[config.mk]
export PLATFORM = sky130hd
export DESIGN_NAME = wb_stage_flat
export DESIGN_NICKNAME = d
export VERILOG_FILES = /design/src/rtl/wb_stage_if.sv /design/src/rtl/wb_stage.sv /design/src/flat_wrapper.sv
export SDC_FILE = /design/constraint.sdc
export NUM_CORES = 1
export LEC_CHECK = 0
export ABC_AREA = 1
export CAP_MARGIN = 20
export CORE_MARGIN = 4
export CORE_UTILIZATION = 44
export DETAILED_ROUTE_END_ITERATION = 10
export GPL_ROUTABILITY_DRIVEN = 0
export PLACE_DENSITY = 0.77
export SLEW_MARGIN = 25
export SYNTH_ARGS = -nofsm -noshare
export SYNTH_HDL_FRONTEND = slang
export SYNTH_SLANG_ARGS = --single-unit
[constraint.sdc]
create_clock -name clk -period 1.6 [get_ports clk]
set_input_delay 0.32 -clock clk [delete_from_list [all_inputs] [get_ports clk]]
set_output_delay 0.32 -clock clk [all_outputs]
set_load 0.01 [all_outputs]
[src/rtl/wb_stage_if.sv]
// Memory-stage -> writeback bundle plus the register-file write port and
// status outputs of the writeback stage.
interface wb_stage_if #(parameter int RF_AW = 5) ();
  logic             in_valid;
  logic [RF_AW-1:0] in_rd;
  logic             in_reg_write;
  logic             in_mem_to_reg;
  logic [18:0]      in_alu_result;
  logic [18:0]      in_read_data;
  logic             fft_key;
  logic             crypto_key;
  logic             fft_done;
  logic             crypto_done;
  logic             flush;
  logic             stall;
  logic             rf_we;
  logic [RF_AW-1:0] rf_waddr;
  logic [18:0]      rf_wdata;
  logic             acc_err;

  modport master (
    output in_valid, in_rd, in_reg_write, in_mem_to_reg, in_alu_result,
           in_read_data, fft_key, crypto_key, fft_done, crypto_done, flush,
    input  stall, rf_we, rf_waddr, rf_wdata, acc_err
  );

  modport slave (
    input  in_valid, in_rd, in_reg_write, in_mem_to_reg, in_alu_result,
           in_read_data, fft_key, crypto_key, fft_done, crypto_done, flush,
    output stall, rf_we, rf_waddr, rf_wdata, acc_err
  );
endinterface

[src/rtl/wb_stage.sv]
// Writeback stage: retires instructions to the register file and parks the
// pipeline on accelerator-window accesses until done or timeout.
module wb_stage #(
  parameter int TIMEOUT = 1023,
  parameter int RF_AW   = 5
) (
  input  logic       clk,
  input  logic       rst,
  wb_stage_if.slave  bus
);

  typedef enum logic [1:0] {IDLE, WAIT_FFT, WAIT_CRY} state_t;

  localparam logic [17:0] TMO = 18'(TIMEOUT);

  state_t           state, state_n;
  logic [17:0]      cnt, cnt_n;
  logic [RF_AW-1:0] rd_q, rd_n;
  logic             rw_q, rw_n;
  logic             we_q, we_n;
  logic [RF_AW-1:0] waddr_q, waddr_n;
  logic [18:0]      wdata_q, wdata_n;
  logic             err_q, err_n;
  logic             done;

  always_ff @(posedge clk or posedge rst) begin
    if (rst) begin
      state   <= IDLE;
      cnt     <= '0;
      rd_q    <= '0;
      rw_q    <= 1'b0;
      we_q    <= 1'b0;
      waddr_q <= '0;
      wdata_q <= '0;
      err_q   <= 1'b0;
    end else begin
      state   <= state_n;
      cnt     <= cnt_n;
      rd_q    <= rd_n;
      rw_q    <= rw_n;
      we_q    <= we_n;
      waddr_q <= waddr_n;
      wdata_q <= wdata_n;
      err_q   <= err_n;
    end
  end

  always_comb begin
    state_n = state;
    cnt_n   = cnt;
    rd_n    = rd_q;
    rw_n    = rw_q;
    we_n    = 1'b0;
    waddr_n = waddr_q;
    wdata_n = wdata_q;
    err_n   = err_q;
    done    = 1'b0;
    case (state)
      IDLE: begin
        if (bus.in_valid && !bus.flush) begin
          if (bus.fft_key || bus.crypto_key) begin
            rd_n    = bus.in_rd;
            rw_n    = bus.in_reg_write;
            cnt_n   = '0;
            state_n = bus.fft_key ? WAIT_FFT : WAIT_CRY;
          end else if (bus.in_reg_write && bus.in_rd != '0) begin
            we_n    = 1'b1;
            waddr_n = bus.in_rd;
            wdata_n = bus.in_mem_to_reg ? bus.in_read_data : bus.in_alu_result;
          end
        end
      end
      WAIT_FFT, WAIT_CRY: begin
        // only the unit we are parked on may release the stage
        done = (state == WAIT_FFT) ? bus.fft_done : bus.crypto_done;
        if (bus.flush) begin
          state_n = IDLE;
          cnt_n   = '0;
        end else if (done || cnt == TMO) begin
          state_n = IDLE;
          cnt_n   = '0;
          err_n   = err_q | ~done;
          if (rw_q && rd_q != '0) begin
            we_n    = 1'b1;
            waddr_n = rd_q;
            wdata_n = {~done, cnt};
          end
        end else begin
          cnt_n = cnt + 18'd1;
        end
      end
      default: state_n = IDLE;
    endcase
  end

  assign bus.stall    = (state != IDLE);
  assign bus.rf_we    = we_q;
  assign bus.rf_waddr = waddr_q;
  assign bus.rf_wdata = wdata_q;
  assign bus.acc_err  = err_q;

endmodule

[src/flat_wrapper.sv]
// flat-port wrapper written by rule: the top's interface ports become plain ports
module wb_stage_flat 
#(
  parameter int TIMEOUT = 1023,
  parameter int RF_AW   = 5
)
  (clk, rst, bus_in_valid, bus_in_rd, bus_in_reg_write, bus_in_mem_to_reg, bus_in_alu_result, bus_in_read_data, bus_fft_key, bus_crypto_key, bus_fft_done, bus_crypto_done, bus_flush, bus_stall, bus_rf_we, bus_rf_waddr, bus_rf_wdata, bus_acc_err);
  wb_stage_if #(.RF_AW(RF_AW)) bus_i ();
  input  logic clk;
  input  logic rst;
  input wire logic [$bits(bus_i.in_valid)-1:0] bus_in_valid;
  input wire logic [$bits(bus_i.in_rd)-1:0] bus_in_rd;
  input wire logic [$bits(bus_i.in_reg_write)-1:0] bus_in_reg_write;
  input wire logic [$bits(bus_i.in_mem_to_reg)-1:0] bus_in_mem_to_reg;
  input wire logic [$bits(bus_i.in_alu_result)-1:0] bus_in_alu_result;
  input wire logic [$bits(bus_i.in_read_data)-1:0] bus_in_read_data;
  input wire logic [$bits(bus_i.fft_key)-1:0] bus_fft_key;
  input wire logic [$bits(bus_i.crypto_key)-1:0] bus_crypto_key;
  input wire logic [$bits(bus_i.fft_done)-1:0] bus_fft_done;
  input wire logic [$bits(bus_i.crypto_done)-1:0] bus_crypto_done;
  input wire logic [$bits(bus_i.flush)-1:0] bus_flush;
  output wire logic [$bits(bus_i.stall)-1:0] bus_stall;
  output wire logic [$bits(bus_i.rf_we)-1:0] bus_rf_we;
  output wire logic [$bits(bus_i.rf_waddr)-1:0] bus_rf_waddr;
  output wire logic [$bits(bus_i.rf_wdata)-1:0] bus_rf_wdata;
  output wire logic [$bits(bus_i.acc_err)-1:0] bus_acc_err;
  assign bus_i.in_valid = bus_in_valid;
  assign bus_i.in_rd = bus_in_rd;
  assign bus_i.in_reg_write = bus_in_reg_write;
  assign bus_i.in_mem_to_reg = bus_in_mem_to_reg;
  assign bus_i.in_alu_result = bus_in_alu_result;
  assign bus_i.in_read_data = bus_in_read_data;
  assign bus_i.fft_key = bus_fft_key;
  assign bus_i.crypto_key = bus_crypto_key;
  assign bus_i.fft_done = bus_fft_done;
  assign bus_i.crypto_done = bus_crypto_done;
  assign bus_i.flush = bus_flush;
  assign bus_stall = bus_i.stall;
  assign bus_rf_we = bus_i.rf_we;
  assign bus_rf_waddr = bus_i.rf_waddr;
  assign bus_rf_wdata = bus_i.rf_wdata;
  assign bus_acc_err = bus_i.acc_err;
  wb_stage #(.TIMEOUT(TIMEOUT), .RF_AW(RF_AW)) u_core (.clk(clk), .rst(rst), .bus(bus_i));
endmodule
==> results.yml <==
timing:
  slew_violations: 0
  hold_viol_final: 0
  fin_ws_ns: -0.107
  fmax_mhz: 586
  worst_slew_pin_slew_ns: 0.420
  fin_crit_sh: 1.07
  relSlewSlack: 0.717
  setup_violations: 36
  timing.hold.ws_ns: 0.361
  skew_ns: 0.00864
  rsz0062_at_grt: "yes"
  layout_min_cycle_time_ns: 1.71
  tns_ns: -1.60
global_routing:
  grtUsageTotal: 0.234
  grtUsageMet3: 0.0317
  grt_pass1_wl_um: 15600
  grt_max_degree: 53
  met1_usage: 0.281
  grt_use_met2: 0.419
  antenna_found_initial: 0
  grt_pass1_vias: 3298
  grt_busiest_layer: "met2"
  grt-ovfl-total: 0
power:
  p_seq_frac: 0.246
  p_sw_frac: 0.429
  ir_worst_vdd_uv: 1020
  intPower_mw: 4.49
  leakage_nw: 2.34
  power.density_nw_per_um2: 1570
  clkPwrFrac: 0.121
  combPwrFrac: 0.633
  p_switching_mw: 3.37
synthesis:
  syn-cell-area_um2: 3000
  synth-edff-count: 0
  yosys_register_bits: 52
  synth_top_cell_area_share: 0.434
  ys.flop_type: "dfrtp_1"
  netlist_instances: 398
  postSynthAreaPerCell_um2: 7.54
  synthArstFlopShare: 1.00
  syn_nets: 455
  ys_types: 29
  ys_top_cells_by_count: "nand2_1 (126), dfrtp_1 (52), nand3_1 (41)"
  yosysMostFrequentCell: "nand2_1"
  synth_top_cell_by_area: "dfrtp_1"
  ys_warn_count: 0
  synth_seq_area_share: 0.434
  synthTopCellsByArea: "dfrtp_1 (43%), nand2_1 (16%), nand3_1 (6.8%), mux2i_1 (6.3%), o21ai_0 (5.7%)"
final_layout:
  layout-drive-gt1-share: 0.303
  area_growth_pct: 66.9
  antenna_cells: 0
  nets: 587
clocking:
  htree_levels: 2
  root_buffer: "clkbuf_8"
  cts_tree: "yes"
  clk_pin_slew_ns: 0.10
  cts_inserted_buffers: 5
  clk_path_buf_depth: 2
  clk_latency_ns: 0.32
  hold_buffers: 0
  cts.sinks: 52
critical_path:
  rr_endpoint: "u_core.bus.rf_wdata[15]"
  crit_required_ns: 1.86
  arrival_ns: 1.97
  rr_startpoint: "u_core.state[1]"
  start_kind: "register"
  path_class: "register to register"
  r2r_setup_slack_ns: -0.11
  endpoint_kind: "register"
  rr_worst_depth: 11
  crit_path_end: "u_core.bus.rf_wdata[15]"
  critPathLaunch: "u_core.state[1]"
  path_max_fanout: 6
floorplanning:
  die_area_um2: 8210
  coreArea_um2: 6490
  chipWidth_um: 90.6
  io_pins: 80
  die_h_um: 90.6
  placementRows: 29
  initial_core_util: 0.462
detailed_routing:
  antenna_left: 0
  routedWlPerCell_um: 18.8
  via_per_inst: 5.61
  vias: 3410
  route.detailed.drc: 0
  dr.first_iter.drc_count: 336
  drt_first_pass_iters: 5
  postRouteWirelength_um: 11400
placement:
  io_buffers: 79
  place_hpwl_um: 6640
  pre_cts_slack_ns: -0.351
status:
  outcome: "finished, violations left"
  violations: "negative setup slack"
job:
  drv_cap: 0
min_path:
  hold_class: "input port to asynchronous set/reset pin"
## layout make-up
| class | count | area [um2] |
|---|---|---|
| clock buffers | 5 | 68.8 |
| well taps | 77 | 96.3 |
| multi-input cells | 297 | 1930 |
| clock inverters | 3 | 46.3 |
| inverters | 35 | 141 |
| fillers | 390 | 1490 |
| repair buffers | 139 | 1430 |
| flip-flops and latches | 52 | 1300 |
## worst min path at each step
| stage | from | endpoint | slack [ns] | cells past startpoint |
|---|---|---|---|---|
| finish | rst | u_core.bus.rf_wdata[12] | 0.36 | 3 |
| global route | rst | u_core.bus.rf_wdata[12] | 0.41 | 3 |
| CTS | rst | u_core.cnt[3] | 0.39 | 3 |
| detailed placement | u_core.bus.rf_wdata[13] | u_core.bus.rf_wdata[13] | 0.46 | 2 |
| global placement | u_core.bus.rf_wdata[0] | u_core.bus.rf_wdata[0] | 0.45 | 2 |
| floorplan | bus_fft_key | u_core.state[0] | 0.46 | 2 |
## flip-flops by register name (all words and copies together) (netlist names)
signal and flops:
u_core.bus.rf_wdata 19, u_core.cnt 18, u_core.bus.rf_waddr 5, u_core.rd_q 5
u_core.state 2, u_core.bus.acc_err 1, u_core.bus.rf_we 1, u_core.rw_q 1
## through the flow
stage | cell area, um2 | total power, mW | std cells | util
finish | 5010 | 7.86 | 608 | 0.771
global route | 5010 | 8.21 | 608 | 0.771
CTS | 4560 | 6.58 | 601 | 0.703
detailed placement | 4200 | 5.16 | 586 | 0.647
global placement | 4200 | 5.05 | 586 | 0.647
floorplan | 3010 | 3.69 | 398 | -
## layout by cell type (no fill, tap or decap), types with 18 or more instances in the layout
master and count:
mux2i_1 19, clkdlybuf4s50_1 76, inv_1 27, nand2_1 105
nand3_2 18, buf_4 40, nor2_1 20, dfrtp_1 52
o21ai_0 30, nand3_1 20, nand2_2 19
## layer usage
| layer | vias to the layer above | part of all wire |
|---|---|---|
| met5 | - | 0 |
| met4 | 0 | 0.044 |
| met3 | 45 | 0.050 |
| met2 | 174 | 0.52 |
| met1 | 1637 | 0.39 |
| li1 | 1554 | - |
## critical path, cell delays in order, from the launching register on
cell and delay (ns):
dfrtp_1 0.39, inv_2 0.07, buf_6 0.12, ha_4 0.17, o21ai_4 0.18, inv_2 0.08, nand2_4 0.08, nand2_4 0.06
nand2_8 0.14, clkbuf_16 0.19, nand3_2 0.08, nand2_1 0.08
## logic make-up after synthesis
family,Yosys count,share of synthesized area
and+or+nand+nor,225,0.326
DFF,52,0.434
muxes,20,0.0671
xor gates and xnor gates,2,0.00584
buffers and inverters,50,0.0734
adders and majority gates,4,0.0167
AOI/OAI and AO/OA,45,0.0775
## what timing repair did
action                                  CTS  global route
pin swaps                                19            51
resized for setup                        49            82
cloned                                    2             4
endpoints found under the setup margin   47            53
setup buffers                             5             3
## power by group through the flow
stage	Combinational (mW)	Clock, mW	Sequential (mW)
global route	5.23	1.01	1.96
CTS	3.73	0.957	1.90
global placement	3.15	0	1.90
detailed placement	3.24	0	1.92
floorplan	1.68	0	2.01
finish	4.98	0.951	1.93
Power figures use the tool's default switching activity.
